**config.mk**
```make
export PLATFORM = sky130hd
export DESIGN_NAME = tas_serial_src
export DESIGN_NICKNAME = d
export VERILOG_FILES = /design/src/rtl/tas_serial_src.sv
export SDC_FILE = /design/constraint.sdc
export NUM_CORES = 1
export LEC_CHECK = 0
export ABC_AREA = 0
export BUFFER_PORTS_ARGS = -buffer_cell sky130_fd_sc_hd__buf_2
export CELL_PAD_IN_SITES_DETAIL_PLACEMENT = 1
export CELL_PAD_IN_SITES_GLOBAL_PLACEMENT = 2
export CORE_MARGIN = 3
export CORE_UTILIZATION = 35
export CTS_CLUSTER_SIZE = 16
export DETAILED_ROUTE_END_ITERATION = 10
export GPL_TIMING_DRIVEN = 0
export HOLD_SLACK_MARGIN = 0.02
export PLACE_DENSITY_LB_ADDON = 0.12
export SYNTH_ARGS = -nofsm -noshare
export SYNTH_HDL_FRONTEND = slang
export SYNTH_SLANG_ARGS = --single-unit
export TNS_END_PERCENT = 100
```
**constraint.sdc**
```tcl
create_clock -name clk_50 -period 3.7 [get_ports clk_50]
set_input_delay 0.37 -clock clk_50 [delete_from_list [all_inputs] [get_ports clk_50]]
set_output_delay 0.37 -clock clk_50 [all_outputs]
set_load 0.01 [all_outputs]
```
**src/rtl/tas_serial_src.sv**
```systemverilog
// tas_serial_src: byte-to-serial source for the tas temperature averager.
// Bytes arrive over a valid/ready handshake, are buffered in a DEPTH-entry
// FIFO, and leave one bit per BIT_DIV clocks with data_ena framing each byte,
// followed by GAP_BITS idle bit periods.
//
// Ports:
//   clk_50       system clock, rising edge
//   reset        synchronous active-high reset
//   byte_in      byte to transmit
//   byte_valid   byte_in is valid
//   byte_ready   FIFO can accept a byte (combinational)
//   serial_data  serial bit to tas (registered)
//   data_ena     high while a byte's bits are on serial_data (registered)
//   fifo_count   bytes currently held in the FIFO
//   busy         state machine active or FIFO non-empty
//
// Build option: define SERTX_MSB_FIRST_EN to shift bits out MSB first;
// by default bits leave LSB first. Timing is identical in both builds.
module tas_serial_src #(
   parameter int unsigned DEPTH    = 8,
   parameter int unsigned BIT_DIV  = 25,
   parameter int unsigned GAP_BITS = 2
) (
   input  logic                   clk_50,
   input  logic                   reset,
   input  logic [7:0]             byte_in,
   input  logic                   byte_valid,
   output logic                   byte_ready,
   output logic                   serial_data,
   output logic                   data_ena,
   output logic [$clog2(DEPTH):0] fifo_count,
   output logic                   busy
);

   localparam int unsigned PTR_W   = $clog2(DEPTH);
   localparam int unsigned CNT_W   = PTR_W + 1;
   localparam int unsigned GAP_CYC = GAP_BITS * BIT_DIV;
   localparam int unsigned TMR_W   = $clog2(GAP_CYC + 1);

   typedef enum logic [1:0] {IDLE, LOAD, SHIFT, GAP} state_t;

   state_t           state;
   logic [7:0]       mem [DEPTH];
   logic [PTR_W-1:0] wr_ptr;
   logic [PTR_W-1:0] rd_ptr;
   logic [7:0]       shreg;
   logic [7:0]       shreg_nxt;
   logic [2:0]       bit_cnt;
   logic [TMR_W-1:0] timer;
   logic [7:0]       head;
   logic             head_bit;
   logic             nxt_bit;
   logic             push;
   logic             pop;

   // Handshake and status decode
   assign byte_ready = !reset && (fifo_count != CNT_W'(DEPTH));
   assign push       = byte_valid && byte_ready;
   assign pop        = (state == LOAD) && (fifo_count != '0);
   assign busy       = (state != IDLE) || (fifo_count != '0);
   assign head       = mem[rd_ptr];

   // Bit order selection. The shift is a rotate so every register bit stays
   // live; after eight shifts the register content is simply discarded.
`ifdef SERTX_MSB_FIRST_EN
   assign shreg_nxt = {shreg[6:0], shreg[7]};
   assign head_bit  = head[7];
   assign nxt_bit   = shreg_nxt[7];
`else
   assign shreg_nxt = {shreg[0], shreg[7:1]};
   assign head_bit  = head[0];
   assign nxt_bit   = shreg_nxt[0];
`endif

   // FIFO storage; contents need no reset since pointers define validity
   always_ff @(posedge clk_50) begin
      if (push) begin
         mem[wr_ptr] <= byte_in;
      end
   end

   // FIFO pointers/count plus the transmit state machine
   always_ff @(posedge clk_50) begin
      if (reset) begin
         state       <= IDLE;
         wr_ptr      <= '0;
         rd_ptr      <= '0;
         fifo_count  <= '0;
         shreg       <= '0;
         bit_cnt     <= '0;
         timer       <= '0;
         serial_data <= 1'b0;
         data_ena    <= 1'b0;
      end else begin
         if (push) begin
            wr_ptr <= wr_ptr + PTR_W'(1);
         end
         if (pop) begin
            rd_ptr <= rd_ptr + PTR_W'(1);
         end
         case ({push, pop})
            2'b10:   fifo_count <= fifo_count + CNT_W'(1);
            2'b01:   fifo_count <= fifo_count - CNT_W'(1);
            default: fifo_count <= fifo_count;
         endcase

         case (state)
            IDLE: begin
               data_ena    <= 1'b0;
               serial_data <= 1'b0;
               if (fifo_count != '0) begin
                  state <= LOAD;
               end
            end
            // Outputs are registered, so the first bit is driven straight
            // from the FIFO head as the shift register is loaded.
            LOAD: begin
               shreg       <= head;
               bit_cnt     <= '0;
               timer       <= TMR_W'(BIT_DIV - 1);
               data_ena    <= 1'b1;
               serial_data <= head_bit;
               state       <= SHIFT;
            end
            SHIFT: begin
               if (timer == '0) begin
                  shreg   <= shreg_nxt;
                  bit_cnt <= bit_cnt + 3'd1;
                  if (bit_cnt == 3'd7) begin
                     timer       <= TMR_W'(GAP_CYC - 1);
                     data_ena    <= 1'b0;
                     serial_data <= 1'b0;
                     state       <= GAP;
                  end else begin
                     timer       <= TMR_W'(BIT_DIV - 1);
                     serial_data <= nxt_bit;
                  end
               end else begin
                  timer <= timer - TMR_W'(1);
               end
            end
            GAP: begin
               data_ena    <= 1'b0;
               serial_data <= 1'b0;
               if (timer == '0) begin
                  state <= IDLE;
               end else begin
                  timer <= timer - TMR_W'(1);
               end
            end
            default: begin
               state <= IDLE;
            end
         endcase
      end
   end

endmodule

```
* Word level (Yosys, flattened, before mapping)
Memories as Yosys holds them, arrays and structs flattened. A register that Yosys moved wholly into a read port is not among the register bits.
Cells that the tools add are included.
** Word-level totals
- Word-level logic and storage cells :: 69
- Memories :: 1
- Register bits :: 31
- Memory bits (writable) :: 64
- Output and inout bits :: 8
- Input port bits :: 11
** Cells by class
- Mux-type cells :: 24
- Eq/ne operators :: 12
- $add $sub $neg :: 6
- Reduce and logical (&&, ||, !) cells :: 17
** Memories
- mem :: words 8, width 8, read ports 1, clocked after memory_dff 1, write ports 1, line 43 : logic [7:0] mem [DEPTH];
** Operators by type and width (count)
- 6-bit 2-to-1 mux :: 3
- 6-bit case mux with 3 select lines :: 1
- 8-bit case mux with 2 select lines :: 1
- 2-bit inequality test, second input constant :: 5
- 3-bit by 1-bit adder with 3-bit output, second input constant :: 3
- 3-bit 2-to-1 mux :: 3
- 2-bit 2-to-1 mux :: 4
- 8-bit 2-to-1 mux :: 1
- 2-bit case mux with 4 select lines :: 1
- 4-bit case mux with 2 select lines :: 1
- 2-bit == test, second input constant :: 3
- 6-bit zero test :: 1
- 1-bit 2-to-1 mux :: 6
- 1-bit case mux with 3 select lines :: 2
- 3-bit case mux with 2 select lines :: 1
- 2-bit AND reduction :: 3
- 2-bit nonzero test :: 3
- 6-bit by 1-bit subtractor with 6-bit output, second input constant :: 1
- 4-bit by 1-bit adder with 4-bit output, second input constant :: 1
- 2-bit by 1-bit == test with 1-bit output, second input constant :: 2
- 4-bit inequality test, second input constant :: 1
- 4-bit AND reduction :: 1
- 4-bit nonzero test :: 1
- 4-bit by 1-bit subtractor with 4-bit output, second input constant :: 1
- other kinds (7) :: 9

* Depth between registers and ports, before layout
Gate-level depths: netlist (run 1).
- Word-level depth :: 5
- Depth in mapped cells :: 11
- Mapped depth without buffers :: 11

* Worst setup path before layout (run 1)
No wires, ideal clock.
- Path kind :: reg-to-reg
- Start :: register fifo_count[1]
- End :: register fifo_count[3]
- Data required time :: 3.579 ns
- Path buffers :: 1
- Slack :: 1.392 ns
- Clock period less this slack :: 2.308 ns
- Arrival :: 2.187 ns
- Library setup time :: 0.121 ns
- Cell stages (with the launch flop) :: 9
- Cell sequence :: dfxtp_1 -> buf_2 -> nor4b_2 -> nor3b_2 -> inv_1 -> ha_1 -> or3_1 -> o32ai_1 -> mux2_2
** On the way
- Cells in the longest elaborated chain, start to end :: 5
- Elaborated cells on any way between the ends :: 11
- Those cells by class :: 2 x add/sub; 3 x eq/ne; 1 x mux; 5 x reduce/logical
** RTL lines
- start, declared :: line 31 : output logic [$clog2(DEPTH):0] fifo_count,
- start signal, assigned :: line 102 : 2'b10: fifo_count <= fifo_count + CNT_W'(1);
- start signal, assigned :: line 103 : 2'b01: fifo_count <= fifo_count - CNT_W'(1);
- start signal, assigned :: line 104 : default: fifo_count <= fifo_count;
- 4-bit inequality test :: line 57 : assign byte_ready = !reset && (fifo_count != CNT_W'(DEPTH));
- 1-bit logical AND :: line 57
- 1-bit logical AND :: line 58 : assign push = byte_valid && byte_ready;
- 2-bit by 1-bit == test with 1-bit output / 2-bit == test (equally long branches) :: line 101 : case ({push, pop})
- 4-bit case mux with 2 select lines / 2-bit nonzero test (equally long branches)
Several ways; a longest one is shown, not always the timed one.
A chain may end at the register's enable or synchronous reset.

* Worst setup path in the final report (run 1)
- Start :: register state[1]
- End :: register fifo_count[3]
** On the way
- Cells in the longest elaborated chain, start to end :: 4
- Elaborated cells on any way between the ends :: 6
- Those cells by class :: 3 x eq/ne; 1 x mux; 2 x reduce/logical
** RTL lines
- start, declared :: line 42 : state_t state;
- start signal, assigned :: line 85 : state <= IDLE;
- start signal, assigned :: line 112 : state <= LOAD;
- start signal, assigned :: line 123 : state <= SHIFT;
- 2-bit by 1-bit == test with 1-bit output * :: line 59 : assign pop = (state == LOAD) && (fifo_count != '0);
- 1-bit logical AND * :: line 59
- via pop :: line 54 : logic pop;
- 2-bit by 1-bit == test with 1-bit output / 2-bit == test (equally long branches) :: line 101
- 4-bit case mux with 2 select lines / 2-bit nonzero test (equally long branches)
Mark *: on every way through the listed nets, which the timed path passes. The rest lies on a longest branch.

==> flow_metrics.env, run 1 <==
export IMPL_drv_slew=0
export IMPL_boundaryPins=19
export IMPL_start_util=0.360
export IMPL_drv_cap=0
export IMPL_start_kind="flop"
export IMPL_peakVddDrop_mv=0.280
export IMPL_wl_per_cell_um=18.2
export IMPL_criticalPathCategory="reg2reg"
export IMPL_die_area_um2=13800
export IMPL_portBuffers=17
export IMPL_hpwl_um=6490
export IMPL_crit_required_ps=3930
export IMPL_synth_top_cell_area_share=0.440
export IMPL_htree_levels=3
export IMPL_syn_mean_instance_area_um2=14.0
export IMPL_pre_cts_ws_ps=995
export IMPL_place_inst=497
export IMPL_grt_overflow=0
export IMPL_drt_first_iter_violations=129
export IMPL_ctsRootBufferMaster="clkbuf_16"
export IMPL_leakagePower_nw=1.73
export IMPL_synthArstFlopShare=0
export IMPL_cts_sinks=98
export IMPL_ant_nets=0
export IMPL_final_hold_viol_count=0
export IMPL_yosys_warnings=0
export IMPL_cts_resized_gates=0
export IMPL_synthTopCellsByArea="edfxtp_1 (44%), dfxtp_1 (16%), mux4_1 (9.6%)"
export IMPL_p_per_area_nw_per_um2=656
export IMPL_crit_chain="inv_1, ha_1, inv_1, nor2_1, ha_1, or3_1, o32ai_1, mux2_2"
export IMPL_antenna_found_initial=0
export IMPL_grt_pass1_wl_um=15200
export IMPL_ys_ff_latch=98
export IMPL_worst_pin_slew_ps=1010
export IMPL_synth_edf_count=64
export IMPL_syn_num_nets=335
export IMPL_numCtsBuffers=9
export IMPL_ys_types=54
export IMPL_die_w_um=118
export IMPL_fin_nets=364
export IMPL_slew_headroom=0.326
export IMPL_setup_violations=0
export IMPL_netlist_area_um2=4360
export IMPL_track_usage=0.143
export IMPL_tns_ps=0
export IMPL_drive_above_1_share=0.165
export IMPL_gp_congestion=0.726
export IMPL_row_count=40
export IMPL_fp_dieH_um=118
export IMPL_rsz0062_at_grt="no"
export IMPL_drcViolationCount=0
export IMPL_r2r_setup_slack_ps=1000
export IMPL_yosysTopAreaCell="edfxtp_1"
export IMPL_fin_crit_ps=2700
export IMPL_crit_family="simple AND/OR/NAND/NOR gates"
export IMPL_area_growth_pct=14.0
export IMPL_clk_path_buf_depth=2
export IMPL_layout_common_cells="edfxtp_1 (64), dfxtp_1 (34), nor2_1 (28), buf_2 (20), o21ai_0 (18)"
export IMPL_diodes=0
export IMPL_hold_path_class="in2reg"
export IMPL_cts_tree="yes"
export IMPL_critical_path_peak_fanout=7
export IMPL_grt_start_max_net_pins=18
export IMPL_dr_pass1_iters=4
export IMPL_cts_setup_buffers=0
export IMPL_path_clk_slew_ps=70
export IMPL_vias_per_cell=5.12
export IMPL_cp_arrival_ps=2930
export IMPL_final_common_cell="edfxtp_1"
export IMPL_slowest_stage="ha_1"
export IMPL_path_buf_inv=2
export IMPL_fin_ws_ps=1000
export IMPL_vias=2624
export IMPL_syn_inst=311
export IMPL_status="finished, final reports clean"
export IMPL_fmax_mhz=371
export IMPL_fin_crit_sh=0.729
export IMPL_cp_slowest_stage_delay_ps=390
export IMPL_worstSkewPairLatency_ps=340
export IMPL_first_global_vias=2747
export IMPL_ys_seq_area_frac=0.596
export IMPL_synthFlopType="edfxtp_1"
export IMPL_end_kind="flop"
export IMPL_skew_ps=6.81
export IMPL_wl_um=9340
export IMPL_fin_cells=513
export IMPL_hold_buffers=0
export IMPL_core_area_um2=12100
export IMPL_nFillCells=1282
worst paths after layout:
path / startpoint / endpoint / cells after the start
max: state[1] / fifo_count[3] / 8
min: byte_in[5] / mem[6][5] / 1
max reg2reg: state[1] / fifo_count[3] / 8
min reg2reg: shreg[0] / shreg[0] / 2
through the flow:
stage               power (mW)  utilization  hold WS, ps  area (um2)
floorplan                 2.07            -          434        4360
global placement          2.33        0.385          461        4660
detailed placement        2.34        0.386          487        4670
CTS                       3.31        0.411          288        4970
finish                    3.26        0.411          303        4970
global route              3.47        0.411          308        4970
kinds of logic after synthesis:
| group | count (synthesis) | synth area share |
|---|---|---|
| DFF | 98 | 0.596 |
| buffers and inverters | 21 | 0.0355 |
| adders and majority gates | 13 | 0.0373 |
| muxes | 22 | 0.111 |
| xor gates and xnor gates | 6 | 0.0120 |
| and+or+nand+nor | 88 | 0.114 |
| AOI/OAI and AO/OA | 63 | 0.0943 |
flip-flops by register name, summed over array words and instances, names as in the netlist, named ones only:
name,count
wr_ptr,3
timer,6
mem,64
bit_cnt,3
data_ena,1
shreg,8
rd_ptr,3
fifo_count,4
state,2
serial_data,1
cell type report:
type                       count  area [um2]  share of cell area
timing repair buffer          18        92.6              0.0186
clock inverter                 6        73.8              0.0148
buffer                        12         121              0.0244
inverter                       9        33.8             0.00679
tap                          168         210              0.0423
clock buffer                  10         229              0.0460
sequential                    98        2600               0.523
multi-input combinational    192        1610               0.324
cell usage after synthesis (3+ instances only):
library cell	count
edfxtp_1	64
dfxtp_1	34
nor2_1	28
o21ai_0	18
a21oi_1	16
mux4_1	16
ha_1	13
nand2_1	12
nand2b_1	10
inv_1	9
nor3_1	7
o221ai_1	7
nor2b_1	6
or2b_1	4
xor2_1	4
a31oi_1	3
buf_2	3
buf_6	3
clkbuf_8	3
mux2_2	3
mux2i_1	3
nor3b_1	3
or4_1	3
power by group:
part           switching [mW]  leakage, nW  internal (mW)  total, mW
clock                   0.424        0.147          0.536      0.960
combinational           0.531        0.731          0.412      0.943
sequential             0.0888        0.856           1.27       1.36
routing by layer:
layer	wire (um)	vias to the layer above	track usage
li1	-	1264	-
met1	4630	1335	0.195
met2	4410	14	0.226
met3	143	11	0.0235
met4	154	0	0.0593
met5	0	-	0
Note: power is estimated with default switching activity, not from simulation.
==> run 2, diff against run 1 <==
- clock period: 3.7 -> 2.3 ns (I/O delays scaled with it)
==> run 2 against run 1 <==
Compared with the run above:
- worst hold slack got worse by 150 ps
- core utilization rose by 1.4 points
- maximum frequency rose by 21%
- sequential share of layout area fell by 1.7 points
- sequential power rose by 63%
- global-route usage rose by 0.30 points
- clock-buffer cell count fell by 1
- worst setup slack got worse by 940 ps
- clock skew barely moved
==> flow_metrics.env, run 2 (synthesis gave the netlist of run 1 again) <==
export IMPL_grt_overflow=0
export IMPL_fp_dieH_um=118
export IMPL_dr_pass1_iters=4
export IMPL_multiInputGateArea_um2=1740
export IMPL_vias=2660
export IMPL_crit_end="fifo_count[3]"
export IMPL_drv_slew=0
export IMPL_path_clk_slew_ps=70
export IMPL_ant_nets=0
export IMPL_startpoint="fifo_count[1]"
export IMPL_start_util=0.360
export IMPL_drt_first_iter_violations=171
export IMPL_timing_rr_start="fifo_count[1]"
export IMPL_setup_violations=0
export IMPL_seq_area_um2=2610
export IMPL_status="finished, final reports clean"
export IMPL_fin_ws_ps=67.0
export IMPL_antenna_found_initial=0
export IMPL_crit_chain="buf_6, nor4b_4, nor3b_4, inv_2, ha_4, or3_4, o32ai_4, mux2_4"
export IMPL_row_count=40
export IMPL_grt_start_max_net_pins=18
export IMPL_rsz0062_at_grt="yes"
export IMPL_worstSkewPairLatency_ps=350
export IMPL_end_kind="flop"
export IMPL_regMostFlops="mem"
export IMPL_fmax_mhz=448
export IMPL_critical_path_peak_fanout=7
export IMPL_p_per_area_nw_per_um2=1040
export IMPL_cp_arrival_ps=2470
export IMPL_fin_crit_ps=2230
export IMPL_r2r_setup_slack_ps=70
export IMPL_final_common_cell="edfxtp_1"
export IMPL_portBuffers=17
export IMPL_peakVddDrop_mv=0.396
export IMPL_finalInstanceArea_um2=5140
export IMPL_placed_cell_area_um2=4670
export IMPL_pre_cts_ws_ps=-403
export IMPL_wl_per_cell_um=18.6
export IMPL_largest_reg_flops=64
export IMPL_cp_slowest_stage_delay_ps=400
export IMPL_area_growth_pct=17.9
export IMPL_wl_um=9610
export IMPL_reg_top3="mem (64), shreg (8), timer (6)"
export IMPL_p_total_mw=5.34
export IMPL_rr_worst_depth=8
export IMPL_fin_nets=370
export IMPL_worst_pin_slew_ps=932
export IMPL_die_w_um=118
export IMPL_final_hold_viol_count=0
export IMPL_fin_crit_sh=0.971
export IMPL_vias_per_cell=5.14
export IMPL_grt_pass1_wl_um=15400
export IMPL_ctsRootBufferMaster="clkbuf_16"
export IMPL_first_global_vias=2751
export IMPL_diodes=0
export IMPL_clk_path_buf_depth=2
export IMPL_htree_levels=3
export IMPL_drcViolationCount=0
export IMPL_slew_headroom=0.377
export IMPL_slowest_stage="or3_4"
export IMPL_hold_buffers=0
export IMPL_r2r_end="fifo_count[3]"
export IMPL_numCtsBuffers=9
export IMPL_cts_sinks=98
export IMPL_hpwl_um=6540
export IMPL_gp_congestion=0.727
export IMPL_drive_above_1_share=0.231
export IMPL_crit_required_ps=2540
export IMPL_die_area_um2=13800
export IMPL_start_kind="flop"
export IMPL_cts_tree="yes"
export IMPL_leakagePower_nw=1.77
export IMPL_layout_common_cells="edfxtp_1 (64), dfxtp_1 (31), nor2_1 (24), buf_2 (19), o21ai_0 (18)"
export IMPL_skew_ps=6.57
export IMPL_hold_path_class="in2reg"
export IMPL_criticalPathCategory="reg2reg"
export IMPL_core_area_um2=12100
export IMPL_track_usage=0.146
export IMPL_drv_cap=0
export IMPL_boundaryPins=19
export IMPL_place_inst=497
export IMPL_nFillCells=1277
export IMPL_fin_cells=518
run 2: worst min-delay path by stage:
stage / start / to / cells after the start
after floorplan: byte_in[0] / mem[0][0] / 0
after global placement: shreg[0] / shreg[0] / 2
after detailed placement: bit_cnt[1] / bit_cnt[1] / 2
after CTS: byte_in[4] / mem[5][4] / 1
after global routing: byte_in[5] / mem[2][5] / 1
final: byte_in[4] / mem[3][4] / 1
run 2: repair_timing:
item	CTS	global route
cloned	0	0
setup buffers	0	6
gates resized for setup	15	14
pin swaps	2	6
setup endpoints to repair	64	52
run 2: metrics by stage:
step,setup TNS [ps],hold WS (ps),utilization
CTS,-54.9,138,0.415
global route,-2900,164,0.425
global placement,-8150,462,0.385
detailed placement,-4130,482,0.386
floorplan,0,329,-
finish,0,153,0.425
run 2: cell type report:
type	count	share of cell area
multi-input combinational	192	0.339
clock buffer	9	0.0438
inverter	9	0.00657
timing repair buffer	24	0.0292
buffer	12	0.0248
clock inverter	6	0.00948
sequential	98	0.507
tap	168	0.0409
run 2: where the power goes:
part	switching [mW]	total [mW]	internal, mW
logic	0.919	1.70	0.782
clock network	0.689	1.43	0.741
registers	0.160	2.21	2.05
run 2: worst max-delay path: cells and delay by family (launching register included):
family | cells | cell delay (ps)
simple gates | 3 | 870
flops | 1 | 320
mux | 1 | 320
buf+inv | 2 | 260
fa+ha+maj | 1 | 220
compound gates | 1 | 140
run 2: layer usage:
layer  share of wire  global-route usage  up-vias
li1                -                   -     1276
met1            0.47               0.200     1346
met2            0.49               0.228       26
met3           0.026              0.0264       12
met4           0.018              0.0615        0
met5               0                   0        -
==> run 3, diff against run 2 <==
- SETUP_SLACK_MARGIN: default -> 0.3
- TNS_END_PERCENT: 100 -> 1
==> run 3 against run 2 <==
Compared with the run above:
- clock-buffer cell count unchanged
- clock skew increased by 3.6 ps
- critical path depth decreased by 1
- non-clock buffer count did not move
- critical endpoint unchanged
- highest routed layer unchanged
==> flow_metrics.env, run 3 (synthesis gave the netlist of run 1 again) <==
export IMPL_start_kind="flop"
export IMPL_crit_required_ps=2540
export IMPL_first_global_vias=2855
export IMPL_wl_um=9740
export IMPL_drcViolationCount=0
export IMPL_criticalPathCategory="reg2reg"
export IMPL_finish_utilization=0.424
export IMPL_numCtsBuffers=9
export IMPL_fin_crit_ps=2130
export IMPL_fin_crit_sh=0.925
export IMPL_htree_levels=3
export IMPL_hold_ws_ps=148
export IMPL_peakVddDrop_mv=0.350
export IMPL_final_common_cell="edfxtp_1"
export IMPL_clk_path_buf_depth=2
export IMPL_fp_dieH_um=118
export IMPL_boundaryPins=19
export IMPL_grt_pass1_wl_um=15900
export IMPL_worstHoldStart="byte_in[4]"
export IMPL_final_hold_viol_count=0
export IMPL_ant_nets=0
export IMPL_crit_chain="nor4b_4, nor3b_4, inv_2, ha_4, or3_1, o32ai_2, mux2_4"
export IMPL_row_count=40
export IMPL_rr_worst_depth=7
export IMPL_whs_path_depth=1
export IMPL_ctsRootBufferMaster="clkbuf_16"
export IMPL_end_kind="flop"
export IMPL_drive_above_1_share=0.234
export IMPL_cts_tree="yes"
export IMPL_die_w_um=118
export IMPL_critical_path_peak_fanout=7
export IMPL_vias=2652
export IMPL_grt_start_max_net_pins=20
export IMPL_hold_buffers=0
export IMPL_r2r_setup_slack_ps=170
export IMPL_skew_ps=10.2
export IMPL_placed_cell_area_um2=4720
export IMPL_regMostFlops="mem"
export IMPL_largest_reg_flops=64
export IMPL_antenna_found_initial=0
export IMPL_drv_slew=0
export IMPL_track_usage=0.149
export IMPL_drt_first_iter_violations=165
export IMPL_setup_violations=0
export IMPL_vias_per_cell=5.11
export IMPL_fin_nets=370
export IMPL_place_inst=496
export IMPL_hold_path_class="in2reg"
export IMPL_core_area_um2=12100
export IMPL_gp_congestion=0.726
export IMPL_p_per_area_nw_per_um2=1050
export IMPL_die_area_um2=13800
export IMPL_timing_rr_start="fifo_count[0]"
export IMPL_finalInstanceArea_um2=5130
export IMPL_fmax_mhz=470
export IMPL_layout_common_cells="edfxtp_1 (64), dfxtp_1 (28), nor2_1 (27), buf_2 (19), o21ai_0 (18)"
export IMPL_start_util=0.360
export IMPL_grt_overflow=0
export IMPL_area_growth_pct=17.6
export IMPL_cts_sinks=98
export IMPL_slowest_stage="dfxtp_4"
export IMPL_worst_pin_slew_ps=907
export IMPL_status="finished, final reports clean"
export IMPL_hpwl_um=6580
export IMPL_portBuffers=17
export IMPL_leakagePower_nw=1.78
export IMPL_rsz0062_at_grt="yes"
export IMPL_worstSkewPairLatency_ps=350
export IMPL_drv_cap=0
export IMPL_cp_slowest_stage_delay_ps=380
export IMPL_tns_ps=0
export IMPL_wl_per_cell_um=18.8
export IMPL_reg_top3="mem (64), shreg (8), timer (6)"
export IMPL_slew_headroom=0.393
export IMPL_fin_cells=519
export IMPL_path_clk_slew_ps=80
export IMPL_holdPathEnd="mem[7][4]"
export IMPL_r2r_end="fifo_count[3]"
export IMPL_dr_pass1_iters=4
export IMPL_cp_arrival_ps=2370
export IMPL_diodes=0
==> run 3: worst max-delay path, delay by kind of cell, from the launching register on <==
family	cells	cell delay, ps
compound gates	1	170
fa+ha+maj	1	210
buf+inv	1	110
flops	1	380
mux	1	320
simple gates	3	820
==> run 3: routing by layer <==
layer	vias up	track usage	share of wire
met1	1338	0.199	0.47
met2	24	0.245	0.49
met4	0	0.0593	0.016
li1	1281	-	-
met5	-	0	0
met3	9	0.0216	0.018
==> run 3: stage by stage <==
stage	worst slack, ps	power (mW)
after CTS	115	5.45
after floorplan	154	3.38
after global placement	-353	3.82
after global routing	34.9	5.73
final	173	5.39
after detailed placement	-160	3.83
==> run 3: repair_timing <==
item,4_1_cts,5_1_grt
setup endpoints to repair,74,76
resized for setup,10,6
buffers inserted,7,0
pin swaps,8,2
endpoints found under the hold margin,0,0
==> run 3: power by group <==
part | leakage [nW] | switching [mW] | total [mW] | internal, mW
clock network | 0.146 | 0.750 | 1.52 | 0.766
registers | 0.858 | 0.159 | 2.21 | 2.05
logic | 0.778 | 0.902 | 1.66 | 0.759
total | 1.78 | 1.81 | 5.39 | 3.58
==> run 3: area by class of cell <==
| cell class | instances | area [um2] |
|---|---|---|
| plain buffers | 12 | 128 |
| clock buffers | 9 | 225 |
| clock inverters | 7 | 68.8 |
| fillers | 1264 | 6980 |
| inverters | 9 | 33.8 |
| multi-input cells | 192 | 1720 |
| flip-flops and latches | 98 | 2610 |
| well taps | 168 | 210 |
| repair buffers | 24 | 138 |
==> run 3: how the worst max path moves through the flow <==
stage	endpoint	slack, ps	depth (start not counted)	start
2_1_floorplan	fifo_count[2]	150	11	fifo_count[1]
3_3_place_gp	mem[0][5]	-350	5	fifo_count[1]
3_5_place_dp	shreg[3]	-160	7	state[0]
4_1_cts	fifo_count[2]	120	11	fifo_count[1]
5_1_grt	fifo_count[2]	30	10	fifo_count[0]
6_report	fifo_count[3]	170	7	fifo_count[0]
